<file path="config.mk">
export PLATFORM = sky130hd
export DESIGN_NAME = if_fetch
export DESIGN_NICKNAME = d
export VERILOG_FILES = /design/src/rtl/if_fetch.sv
export SDC_FILE = /design/constraint.sdc
export NUM_CORES = 1
export LEC_CHECK = 0
export CAP_MARGIN = 20
export CORE_MARGIN = 5
export CORE_UTILIZATION = 50
export CTS_BUF_LIST = sky130_fd_sc_hd__clkbuf_8 sky130_fd_sc_hd__clkbuf_16
export DETAILED_ROUTE_END_ITERATION = 10
export PLACE_DENSITY = 0.87
export SYNTH_ARGS = -nofsm -noshare
export SYNTH_HDL_FRONTEND = slang
export SYNTH_SLANG_ARGS = --single-unit
</file>
<file path="constraint.sdc">
create_clock -name clk -period 7.8 [get_ports clk]
set_input_delay 1.56 -clock clk [delete_from_list [all_inputs] [get_ports clk]]
set_output_delay 1.56 -clock clk [all_outputs]
set_load 0.1 [all_outputs]
</file>
<file path="src/rtl/if_fetch.sv">
// Instruction fetch stage: issues word-aligned fetch requests, tracks up to two
// outstanding requests, buffers returned instructions in order and discards
// responses that belong to a flushed (redirected or reset) fetch stream.
module if_fetch #(
  parameter logic [31:0] RESET_PC  = 32'h0000_0000,
  parameter logic [31:0] NOP_INSTR = 32'h0000_0013
) (
  input  logic        clk,
  input  logic        reset,
  input  logic        stall,
  input  logic        redirect,
  input  logic [31:0] redirect_pc,
  output logic        imem_req,
  output logic [31:0] imem_addr,
  input  logic        imem_gnt,
  input  logic        imem_rvalid,
  input  logic [31:0] imem_rdata,
  output logic [31:0] instr_out,
  output logic [31:0] pc_out,
  output logic        valid_out
);

  logic [31:0] fpc_q, fpc_d;
  logic [31:0] pend_pc_q   [2];
  logic [31:0] pend_pc_d   [2];
  logic [1:0]  pend_cnt_q, pend_cnt_d;
  logic [31:0] buf_pc_q    [2];
  logic [31:0] buf_pc_d    [2];
  logic [31:0] buf_instr_q [2];
  logic [31:0] buf_instr_d [2];
  logic [1:0]  buf_cnt_q, buf_cnt_d;
  logic [1:0]  drop_cnt_q, drop_cnt_d;

  logic        pop;
  logic        grant;
  logic        rsp_owned;
  logic        rsp_keep;
  logic [2:0]  credit_used;

  assign valid_out = !reset && (buf_cnt_q != 2'd0);
  assign instr_out = valid_out ? buf_instr_q[0] : NOP_INSTR;
  assign pc_out    = valid_out ? buf_pc_q[0] : 32'h0;
  assign pop       = valid_out && !stall;

  // Credit covers buffered, pending and to-be-dropped entries; an entry leaving the
  // buffer this cycle frees its slot immediately so a zero-wait memory streams
  // one instruction per cycle.
  assign credit_used = {1'b0, buf_cnt_q} + {1'b0, pend_cnt_q} + {1'b0, drop_cnt_q}
                     - {2'b00, pop};
  assign imem_req    = !reset && !redirect && (credit_used < 3'd2);
  assign imem_addr   = fpc_q;
  assign grant       = imem_req && imem_gnt;

  // A response matches some outstanding request; it is kept only when no older
  // dropped requests are ahead of it and no flush happens this cycle.
  assign rsp_owned = imem_rvalid && ((pend_cnt_q != 2'd0) || (drop_cnt_q != 2'd0));
  assign rsp_keep  = imem_rvalid && (drop_cnt_q == 2'd0) && (pend_cnt_q != 2'd0) && !redirect;

  // Next-state: pop, then accept response, then record grant; redirect flushes.
  always_comb begin
    fpc_d      = fpc_q;
    pend_cnt_d = pend_cnt_q;
    buf_cnt_d  = buf_cnt_q;
    drop_cnt_d = drop_cnt_q;
    for (int i = 0; i < 2; i++) begin
      pend_pc_d[i]   = pend_pc_q[i];
      buf_pc_d[i]    = buf_pc_q[i];
      buf_instr_d[i] = buf_instr_q[i];
    end

    if (pop) begin
      buf_pc_d[0]    = buf_pc_q[1];
      buf_instr_d[0] = buf_instr_q[1];
      buf_cnt_d      = buf_cnt_q - 2'd1;
    end

    if (rsp_keep) begin
      buf_pc_d[buf_cnt_d[0]]    = pend_pc_q[0];
      buf_instr_d[buf_cnt_d[0]] = imem_rdata;
      buf_cnt_d                 = buf_cnt_d + 2'd1;
      pend_pc_d[0]              = pend_pc_q[1];
      pend_cnt_d                = pend_cnt_q - 2'd1;
    end else if (imem_rvalid && (drop_cnt_q != 2'd0)) begin
      drop_cnt_d = drop_cnt_q - 2'd1;
    end

    if (grant) begin
      pend_pc_d[pend_cnt_d[0]] = fpc_q;
      pend_cnt_d               = pend_cnt_d + 2'd1;
      fpc_d                    = fpc_q + 32'd4;
    end

    if (redirect) begin
      fpc_d      = {redirect_pc[31:2], 2'b00};
      buf_cnt_d  = 2'd0;
      pend_cnt_d = 2'd0;
      // Every outstanding request becomes a drop; one arriving now is consumed.
      drop_cnt_d = drop_cnt_q + pend_cnt_q - {1'b0, rsp_owned};
    end
  end

  // Control state with synchronous reset.
  always_ff @(posedge clk) begin
    if (reset) begin
      fpc_q      <= RESET_PC;
      pend_cnt_q <= 2'd0;
      buf_cnt_q  <= 2'd0;
      drop_cnt_q <= 2'd0;
    end else begin
      fpc_q      <= fpc_d;
      pend_cnt_q <= pend_cnt_d;
      buf_cnt_q  <= buf_cnt_d;
      drop_cnt_q <= drop_cnt_d;
    end
  end

  // Queue and buffer payloads; meaningful only under their counts.
  always_ff @(posedge clk) begin
    for (int i = 0; i < 2; i++) begin
      pend_pc_q[i]   <= pend_pc_d[i];
      buf_pc_q[i]    <= buf_pc_d[i];
      buf_instr_q[i] <= buf_instr_d[i];
    end
  end

endmodule

</file>
### Yosys cells after proc, flatten, opt, wreduce, memory -nomap -nowiden

Memories as Yosys holds them, arrays and structs flattened.
Cells that the tools add are included.

* output and inout port bits: 98
* bits in writable memories: 192
* memories: 3
* input bits: 70
* register bits after elaboration: 38

Memory list
* buf_instr_q: words 2, bits a word 32, read ports 2, clocked after Yosys merged registers in 0, write ports 2, line 29 `logic [31:0] buf_instr_q [2];`
* buf_pc_q: words 2, bits a word 32, read ports 2, clocked after Yosys merged registers in 0, write ports 2, line 27 `logic [31:0] buf_pc_q [2];`
* pend_pc_q: words 2, bits a word 32, read ports 2, clocked after Yosys merged registers in 0, write ports 2, line 24 `logic [31:0] pend_pc_q [2];`

* magnitude comparators: 5
* reduce and logical (&&, ||, !) cells: 24
* eq/ne operators: 1
* add/subtract/negate cells: 11
* muxes and demuxes: 24
* bitwise logic cells: 2

Operators by type and width (number)
* 2-to-1 mux 32 bit: 9
* bitwise mux 64 bit: 3
* 2-to-1 mux 64 bit: 3
* demux 32 bit (select 1 bit): 2
* adder 32 x 3 -> 32 bit, second input constant: 1
* 2-to-1 mux 2 bit: 7
* logical AND 1 bit: 12
* nonzero test 2 bit: 5
* subtractor 2 x 1 -> 2 bit, second input constant: 3
* adder 2 x 1 -> 2 bit, second input constant: 2
* >= comparator 2 bit, second input constant: 2
* less-than comparator 2 x 1 -> 1 bit, second input constant: 2
* NOT 1 -> 2 bit: 2
* adder 2 x 2 -> 3 bit: 1
* adder 3 x 2 -> 3 bit: 1
* logical NOT 1 bit: 3
* less-than comparator 3 x 2 -> 1 bit, second input constant: 1
* subtractor 3 x 1 -> 3 bit: 1
* adder 2 bit: 1
* logical NOT 2 bit: 1
* inequality test 2 bit, second input constant: 1
* AND reduction 2 bit: 1
* OR reduction 2 bit: 1
* subtractor 2 x 1 -> 2 bit: 1
* logical OR 1 bit: 1

### Longest topological paths before layout

Gate-level depths: netlist of run 1.

* depth in word-level cells: 12
* gate-level depth with buffers: 17
* gate-level depth less buffers: 13

### Worst setup path after synthesis of run 1

No wires, ideal clock.

* kind: input -> output
* from: in reset
* to: out imem_req
* data arrival time: 5633 ps
* setup slack: 607 ps
* cell stages on the path: 9
* cells stage by stage: or3_1 clkbuf_1 buf_1 nor2_1 fa_1 inv_1 ha_1 xnor3_1 nor3_1

* word-level cells in the longest chain between the ends: 6
* elaborated cells on any way between the ends: 7
* classes of those cells: add/sub: 1; order compare: 1; reduce/logical: 5

RTL lines
* from (decl): line 9 `input logic reset,`
* logical NOT 1 bit (*): line 40, 50
* logical AND 1 bit: line 40 `assign valid_out = !reset && (buf_cnt_q != 2'd0);`
* logical AND 1 bit: line 43 `assign pop = valid_out && !stall;`
* subtractor 3 x 1 -> 3 bit: line 49 `- {2'b00, pop};`
* less-than comparator 3 x 2 -> 1 bit: line 50 `assign imem_req = !reset && !redirect && (credit_used < 3'd2);`
* logical AND 1 bit (*): line 50
* to (decl): line 13 `output logic imem_req,`

Mark *: on every way between the ends. The rest lies on a longest branch, timed or not.

### Worst setup path in the final report of run 1

Same ends and word-level chain as after synthesis.

==> impl_metrics.csv, run 1 <==
group,metric,value,unit
grt,track_usage,19.2,%
logic_synthesis,synth_cell_type_count,57,
floorplan,die_area,0.0219,mm²
grt,grt_pass1_vias,6898,
clock_network,cts.sinks,228,
floorplan,start_util,50.8,%
critical_path,cpMostUsedCell,"ha_1",
route,routed_via_density,5.49,
critical_path,cp-start-kind,"input pin",
final_layout,insertedDiodeCount,0,
clock_network,cts.repair.resized,0,
logic_synthesis,synth_ff_type,"dfxtp_1",
logic_synthesis,avgSynthCellArea,10.7,µm²
critical_path,crit_arrival,4.87,ns
floorplan,die_h,148,µm
logic_synthesis,synth-seq-area-share,57.9,%
sta,relSlewSlack,32.6,%
clock_network,post_cts_buffers,0,
critical_path,crit_fanout,38,
critical_path,max_stage_delay,0.56,ns
grt,antenna_found_initial,0,
final_layout,fin_nets,1117,
clock_network,clockRootBuffer,"clkbuf_16",
critical_path,crit_type,"input pin to output pin",
clock_network,ctsHtreeMaxLevel,1,
logic_synthesis,ys_ff_latch,228,
route,drtAntennaViolNets,0,
final_layout,drive_gt1_share,11.9,%
critical_path,worstPathCellList,"clkdlybuf4s50_1, buf_4, nor3_2, xnor2_1, ha_1, a21o_1, ha_1, xnor3_1, nor3_1, buf_12",
critical_path,critical_path_buf_inv_count,3,
route,vias,7061,
job,maxCapViolCount,0,
sta,clock_skew,0.00789,ns
critical_path,critPathTopFamily,"buffers and inverters",
sta,min_period,6.43,ns
route,dr.pass1.iters,5,
placement,pre_cts_slack,1.13,ns
logic_synthesis,yosys_warnings,0,
sta,slew_viol_final,0,
clock_network,cts.reportedPaths.clkPinSlew,0.06,ns
clock_network,clock_path_buffers,3,
pwr,p_per_area,257,mW/mm²
pwr,peakVddDrop,0.152,mV
placement,hpwl,14300,µm
clock_network,tritoncts,"yes",
critical_path,cp-end-kind,"output pin",
sta,worst_pin_slew,1.01,ns
route,drc_errors,0,
grt,grt_pass1_wl,35100,µm
placement,io_buffers,163,
clock_network,cts_hold_buffers,0,
critical_path,cp_data_required_time,6.24,ns
clock_network,cts_buffers,23,
route,finalWirelength,21600,µm
pwr,leakage,4.69,nW
logic_synthesis,syn_area,0.00954,mm²
sta,period_share,82.4,%
floorplan,core-area,0.0188,mm²
sta,finalHoldViolCount,0,
sta,hold_slack,0.465,ns
outcome,status,"complete, no violations",
placement,gp_congestion,0.779,
floorplan,die-width,148,µm
floorplan,rows,50,
grt,grt_max_degree,67,
grt,grt-ovfl-total,0,
logic_synthesis,synthesis.instances,895,
critical_path,crit_path_top_delay_cell,"nor3_2",
final_layout,syn2layout_area_growth,24.6,%
clock_network,clk_latency,0.49,ns
sta,rsz0062_at_grt,"false",
logic_synthesis,async_flop_share,0,%
pwr,finalPower,0.00306,W
logic_synthesis,synth_edf_count,96,
route,wire_per_inst,16.8,µm
floorplan,boundaryPins,168,
sta,fin_tns_setup,0,ns
route,drt_iter0_markers,462,
worst_hold_path,hp-class,"register to register",
sta,clock.fmax,0.156,GHz
sta,finalWorstSetupSlack,1.37,ns
sta,finalSetupViolCount,0,
[cells in the mapped netlist (10+ instances only)]
| library cell | n | area [µm²] |
|---|---|---|
| nand2_1 | 144 | 541 |
| o21ai_0 | 106 | 531 |
| clkbuf_1 | 38 | 143 |
| nand4_1 | 12 | 75.1 |
| a21oi_1 | 30 | 150 |
| nor2_1 | 22 | 82.6 |
| and2_1 | 68 | 425 |
| ha_1 | 10 | 125 |
| edfxtp_1 | 96 | 2880 |
| buf_2 | 11 | 55.1 |
| inv_1 | 15 | 56.3 |
| mux2i_1 | 95 | 951 |
| dfxtp_1 | 132 | 2640 |
| nand3_1 | 10 | 50.1 |
[through the flow]
stage / area (µm²) / utilization [%] / cells
3_3_place_gp: 11200 / 59.5 / 1243
6_report: 11900 / 63.4 / 1286
3_5_place_dp: 11200 / 59.5 / 1243
2_1_floorplan: 9550 / - / 896
4_1_cts: 11900 / 63.2 / 1284
5_1_grt: 11900 / 63.4 / 1286
[routing by layer]
layer  share of wire [%]  wire [µm]  GRT usage (%)  vias up
li1                    -          -              -     3458
met1                  45       9780           26.5     3281
met2                  45       9750           31.1      282
met3                 7.9       1700           3.96       40
met4                 1.8        384           5.08        0
met5                   0          0              0        -
[worst paths after layout]
| kind | startpoint | end | slack [ns] | cells past startpoint |
|---|---|---|---|---|
| min | pend_pc_q[0][14] | register | 0.47 | 0 |
| max | reset | imem_req | 1.37 | 10 |
| max reg2reg | buf_cnt_q[0] | pend_pc_q[0][8] | 2.66 | 12 |
| min reg2reg | pend_pc_q[0][14] | register | 0.47 | 0 |
[worst register-to-register path, stage by stage, from the launching register on]
cell     delay (ns)
dfxtp_1        0.38
inv_1          0.09
ha_1           0.30
nor3_2         0.52
xnor2_1        0.30
ha_1           0.31
a21o_1         0.18
ha_1           0.19
xnor3_1        0.35
or4b_4         0.73
inv_2          0.44
and2_2         0.88
o21ai_0        0.29
[report_power, final]
part	switching (W)	total, W	internal (W)
clock network	0.000434	0.00101	0.000578
registers	0.000137	0.00161	0.00147
logic	0.000254	0.000442	0.000188
[area by class of cell]
class                      instances  area [µm²]
tap                              234         293
sequential                       228        5530
fill                            1462        6870
timing repair buffer             174        1590
clock inverter                    17         105
multi-input combinational        591        3720
inverter                          18        67.6
clock buffer                      24         589
[cell usage in the layout (no fill, tap or decap), types with 10 or more instances in the layout]
master           synthesis  routed
a21oi_1                 30      30
dfxtp_1                132     132
edfxtp_1                96      96
nand4_1                 12      12
o21ai_0                106     106
clkdlybuf4s50_1          0     100
nor2_1                  22      19
nand3_1                 10      10
buf_4                    2      71
nand2_1                144     144
clkbuf_16                0      23
mux2i_1                 95      95
and2_1                  68      67
inv_1                   15      21
[logic make-up (layout without fill, tap and decap cells)]
kind of cell | count (synthesis) | after routing | synth area share [%]
and+or+nand+nor | 296 | 296 | 15.3
xor gates and xnor gates | 7 | 7 | 0.787
muxes | 105 | 105 | 11.1
adders and majority gates | 11 | 11 | 1.52
buffers and inverters | 77 | 233 | 3.42
DFF | 228 | 228 | 57.9
other | 1 | 2 | 0.0393
AOI/OAI and AO/OA | 170 | 170 | 9.93
No activity file was read; power rests on OpenSTA's default activity.
==> run 2: changes to the inputs <==
clock period = 6.6 ns   (was 7.8 ns; I/O delays follow)
==> impl_metrics.csv, run 2 (synthesized netlist as in run 1, its figures left out) <==
group,metric,value,unit
clock_network,cts_buffers,24,
sta,fin_tns_setup,0,ns
final_layout,final_common_cell,"nand2_1",
clock_network,tritoncts,"yes",
worst_hold_path,hp-class,"register to register",
route,vias,7022,
critical_path,crit_arrival,5.79,ns
sta,worst_pin_slew,1.09,ns
route,drc_errors,0,
clock_network,cts.sinks,228,
clock_network,clk_latency,0.51,ns
critical_path,worstPathCellList,"clkdlybuf4s50_1, nor3_2, xnor2_1, ha_1, a21o_1, ha_1, xnor3_1, or4b_4, inv_2, and2_2, o21ai_0",
clock_network,ctsHtreeMaxLevel,1,
critical_path,cp_data_required_time,6.95,ns
route,wire_per_inst,16.7,µm
clock_network,clock_path_buffers,3,
sta,slew_viol_final,0,
sta,finalSetupViolCount,0,
floorplan,core-area,0.0188,mm²
pwr,p_per_area,323,mW/mm²
critical_path,crit_fanout,63,
floorplan,start_util,50.8,%
floorplan,die-width,148,µm
route,drtAntennaViolNets,0,
final_layout,drive_gt1_share,12.8,%
grt,grt_pass1_vias,6850,
clock_network,cts.repair.resized,0,
final_layout,syn2layout_area_growth,26.7,%
final_layout,fin_nets,1119,
route,dr.pass1.iters,5,
pwr,clockPowerShare,38.0,%
pwr,intPower,0.00291,W
final_layout,insertedDiodeCount,0,
grt,track_usage,19.1,%
placement,io_buffers,163,
floorplan,die_area,0.0219,mm²
sta,relSlewSlack,27.4,%
final_layout,stdcell_area,0.0121,mm²
critical_path,cp-end-kind,"register",
sta,clock.fmax,0.184,GHz
sta,finalHoldViolCount,0,
grt,grt_max_degree,64,
critical_path,crit_path_top_delay_cell,"and2_2",
critical_path,cp-start-kind,"input pin",
route,finalWirelength,21500,µm
pwr,leakage,4.79,nW
grt,grt_pass1_wl,34900,µm
final_layout,final_cell_mix,"nand2_1 (144), dfxtp_1 (132), o21ai_0 (106), clkdlybuf4s50_1 (97), edfxtp_1 (96)",
floorplan,rows,50,
pwr,pwr-share-comb,13.3,%
grt,antenna_found_initial,0,
sta,clock_skew,0.0105,ns
placement,hpwl,14100,µm
clock_network,cts.reportedPaths.clkPinSlew,0.06,ns
floorplan,boundaryPins,168,
outcome,status,"complete, no violations",
route,drt_iter0_markers,427,
clock_network,post_cts_buffers,0,
placement,gp_congestion,0.781,
sta,min_period,5.44,ns
critical_path,max_stage_delay,0.87,ns
sta,period_share,82.4,%
route,routed_via_density,5.44,
floorplan,die_h,148,µm
pwr,peakVddDrop,0.222,mV
placement,place_area,0.0112,mm²
critical_path,crit_type,"input pin to register",
clock_network,clockRootBuffer,"clkbuf_16",
critical_path,cpMostUsedCell,"ha_1",
grt,grt-ovfl-total,0,
pwr,sw_frac_of_total,25.5,%
pwr,p_sw,0.000993,W
clock_network,cts_hold_buffers,0,
sta,rsz0062_at_grt,"false",
job,maxCapViolCount,0,
pwr,seq_power_share,48.7,%
-- run 2: changes by cell type in the layout (fill, tap and decap cells not counted), moves of 3 or more --
cell / previous run / this run
buf_4: 71 / 76
bufinv_16: 1 / 5
clkbuf_16: 23 / 26
clkbuf_8: 1 / 4
clkdlybuf4s50_1: 100 / 97
clkinv_2: 6 / 3
-- run 2: critical path: cells and delay by family --
kind,cells,cell delay [ns]
buffers and inverters,2,1.01
adders and majority gates,2,0.52
xor gates and xnor gates,2,0.80
and+or+nand+nor,3,1.69
AOI/OAI and AO/OA,2,0.42
-- run 2: final timing paths --
path | start | endpoint | slack (ns) | cells past startpoint
worst max-delay path | reset | pend_pc_q[0][4] | 1.16 | 11
worst max register to register | buf_cnt_q[0] | pend_pc_q[0][4] | 1.78 | 12
worst min-delay path | pend_pc_q[0][29] | register | 0.47 | 0
worst min register to register | pend_pc_q[0][29] | register | 0.47 | 0
-- run 2: power by group through the flow --
| stage | registers, W | clock network [W] | logic [W] |
|---|---|---|---|
| after floorplan | 0.00194 | 0 | 0.000316 |
| after global placement | 0.00191 | 0 | 0.000496 |
| after detailed placement | 0.00192 | 0 | 0.000519 |
| after CTS | 0.00190 | 0.00151 | 0.000524 |
| after global routing | 0.00194 | 0.00158 | 0.000592 |
| final | 0.00190 | 0.00148 | 0.000520 |
-- run 2: final cells by class --
cell class / instances / area, µm²
inverters: 18 / 67.6
multi-input cells: 591 / 3730
repair buffers: 175 / 1580
well taps: 234 / 293
clock buffers: 30 / 706
flip-flops and latches: 228 / 5530
fillers: 1496 / 6680
clock inverters: 14 / 188
-- run 2: metrics by stage --
stage	instances	setup WS [ns]	hold slack (ns)	utilization, %	total power (W)
after floorplan	896	0.673	0.429	-	0.00226
after global placement	1245	0.771	0.442	59.5	0.00240
after detailed placement	1245	0.647	0.446	59.5	0.00244
after CTS	1289	1.16	0.471	64.3	0.00393
after global routing	1290	0.839	0.491	64.4	0.00411
final	1290	1.16	0.469	64.4	0.00390
-- run 2: metal layers --
layer  track usage [%]  up-vias  share of wire [%]
met5                 0        -                  0
met4              4.99        0                1.7
met3              3.90       37                7.4
met2              30.4      252                 45
met1              26.9     3268                 46
li1                  -     3465                  -
==> run 3: changes to the inputs <==
CORE_UTILIZATION = 48   (was 50)
PLACE_DENSITY = 0.88   (was 0.87)
clock period = 5 ns   (was 6.6 ns; I/O delays follow)
==> impl_metrics.csv, run 3 (synthesized netlist as in run 1, its figures left out) <==
group,metric,value,unit
floorplan,start_util,48.9,%
route,routed_via_density,5.43,
critical_path,cp-end-kind,"output pin",
floorplan,die-width,151,µm
final_layout,fin_nets,1125,
sta,slew_viol_final,0,
route,wire_per_inst,17.2,µm
sta,finalWorstSetupSlack,0.474,ns
route,drt_iter0_markers,458,
pwr,p_per_area,382,mW/mm²
outcome,status,"complete, no violations",
final_layout,fill_cells,1413,
placement,pre_cts_slack,0.109,ns
pwr,clockPowerShare,34.3,%
sta,relSlewSlack,26.1,%
route,vias,7202,
route,drtAntennaViolNets,0,
final_layout,final_cell_mix,"nand2_1 (144), dfxtp_1 (132), o21ai_0 (106), clkdlybuf4s50_1 (97), edfxtp_1 (96)",
grt,antenna_found_initial,0,
clock_network,post_cts_buffers,0,
placement,io_buffers,163,
sta,clock_skew,0.0205,ns
final_layout,insertedDiodeCount,0,
pwr,seq_power_share,51.1,%
route,dr.pass1.iters,8,
grt,grt_pass1_wl,36900,µm
sta,clock.fmax,0.221,GHz
critical_path,cp_data_required_time,4.00,ns
floorplan,boundaryPins,168,
pwr,peakVddDrop,0.292,mV
floorplan,rows,51,
sta,fin_tns_setup,0,ns
sta,finalSetupViolCount,0,
grt,grt-ovfl-total,0,
pwr,p_sw,0.00135,W
worst_hold_path,holdPathStages,0,
floorplan,core-area,0.0195,mm²
final_layout,syn2layout_area_growth,34.8,%
job,maxCapViolCount,0,
clock_network,clockRootBuffer,"clkbuf_16",
sta,finalHoldViolCount,0,
sta,worst_pin_slew,1.11,ns
final_layout,final_common_cell,"nand2_1",
floorplan,die_h,151,µm
critical_path,crit_fanout,4,
critical_path,cp-start-kind,"input pin",
clock_network,cts.reportedPaths.clkPinSlew,0.06,ns
clock_network,ctsHtreeMaxLevel,1,
pwr,intPower,0.00356,W
clock_network,tritoncts,"yes",
placement,hpwl,15400,µm
clock_network,cts.repair.resized,0,
floorplan,die_area,0.0228,mm²
pwr,sw_frac_of_total,27.5,%
clock_network,cts_buffers,24,
sta,min_period,4.53,ns
critical_path,r2r_cells,13,
clock_network,clock_path_buffers,3,
worst_hold_path,hp-class,"register to register",
clock_network,cts.sinks,228,
clock_network,clk_latency,0.52,ns
pwr,pwr-share-comb,14.7,%
route,finalWirelength,22900,µm
pwr,leakage,4.92,nW
grt,grt_max_degree,79,
clock_network,cts_hold_buffers,0,
route,drc_errors,0,
critical_path,crit_type,"input pin to output pin",
sta,rsz0062_at_grt,"false",
grt,track_usage,19.9,%
sta,period_share,90.5,%
critical_path,crit_arrival,3.53,ns
placement,gp_congestion,0.791,
grt,grt_pass1_vias,7100,
final_layout,drive_gt1_share,13.4,%
==> run 3: cell types whose count changed in the layout (fill, tap and decap cells not counted), moves of 4 or more <==
cell / previous run / this run
buf_4: 76 / 17
buf_12: 2 / 67
bufinv_16: 5 / 1
clkinv_2: 3 / 7
==> run 3: per-layer routing <==
layer / global-route usage (%) / share of wire (%) / wire length (µm) / up-vias
met3: 4.01 / 8.0 / 1830 / 44
met4: 5.39 / 2.2 / 510 / 0
li1: - / - / - / 3480
met2: 32.4 / 47 / 10700 / 308
met5: 0 / 0 / 0 / -
met1: 27.4 / 43 / 9790 / 3370
==> run 3: final timing paths <==
check | to | startpoint | slack [ns]
worst max register to register | imem_addr[28] | buf_cnt_q[0] | 0.84
worst min-delay path | register | pend_pc_q[0][7] | 0.46
worst max-delay path | imem_req | reset | 0.47
worst min register to register | register | pend_pc_q[0][7] | 0.46
==> run 3: worst max-delay path, cell delays in order <==
cell             delay (ns)
clkdlybuf4s50_1        0.49
or3_4                  0.42
nor2_1                 0.13
fa_1                   0.42
inv_1                  0.07
ha_1                   0.16
xnor3_1                0.36
nor3_4                 0.24
buf_12                 0.21
==> run 3: metrics by stage <==
step	instances	hold WS, ns	utilization, %	total power (W)	area [µm²]
after floorplan	896	0.429	-	0.00299	9570
after global placement	1282	0.439	61.9	0.00319	12100
after detailed placement	1283	0.443	62.0	0.00326	12100
after CTS	1327	0.459	65.9	0.00496	12900
after global routing	1327	0.480	65.9	0.00518	12900
final	1327	0.461	65.9	0.00492	12900
==> run 3: layout make-up <==
| type | instances | area (µm²) | area share, % |
|---|---|---|---|
| flip-flops and latches | 228 | 5530 | 43.0 |
| multi-input cells | 591 | 3740 | 29.1 |
| repair buffers | 181 | 2440 | 19.0 |
| clock buffers | 26 | 628 | 4.88 |
| well taps | 265 | 332 | 2.58 |
| clock inverters | 18 | 133 | 1.03 |
| inverters | 18 | 67.6 | 0.525 |
==> run 3: power by group through the flow <==
stage / Combinational (W) / Clock, W / Sequential (W)
after floorplan: 0.000421 / 0 / 0.00257
after global placement: 0.000667 / 0 / 0.00252
after detailed placement: 0.000718 / 0 / 0.00255
after CTS: 0.000727 / 0.00172 / 0.00251
after global routing: 0.000812 / 0.00181 / 0.00256
final: 0.000722 / 0.00168 / 0.00251
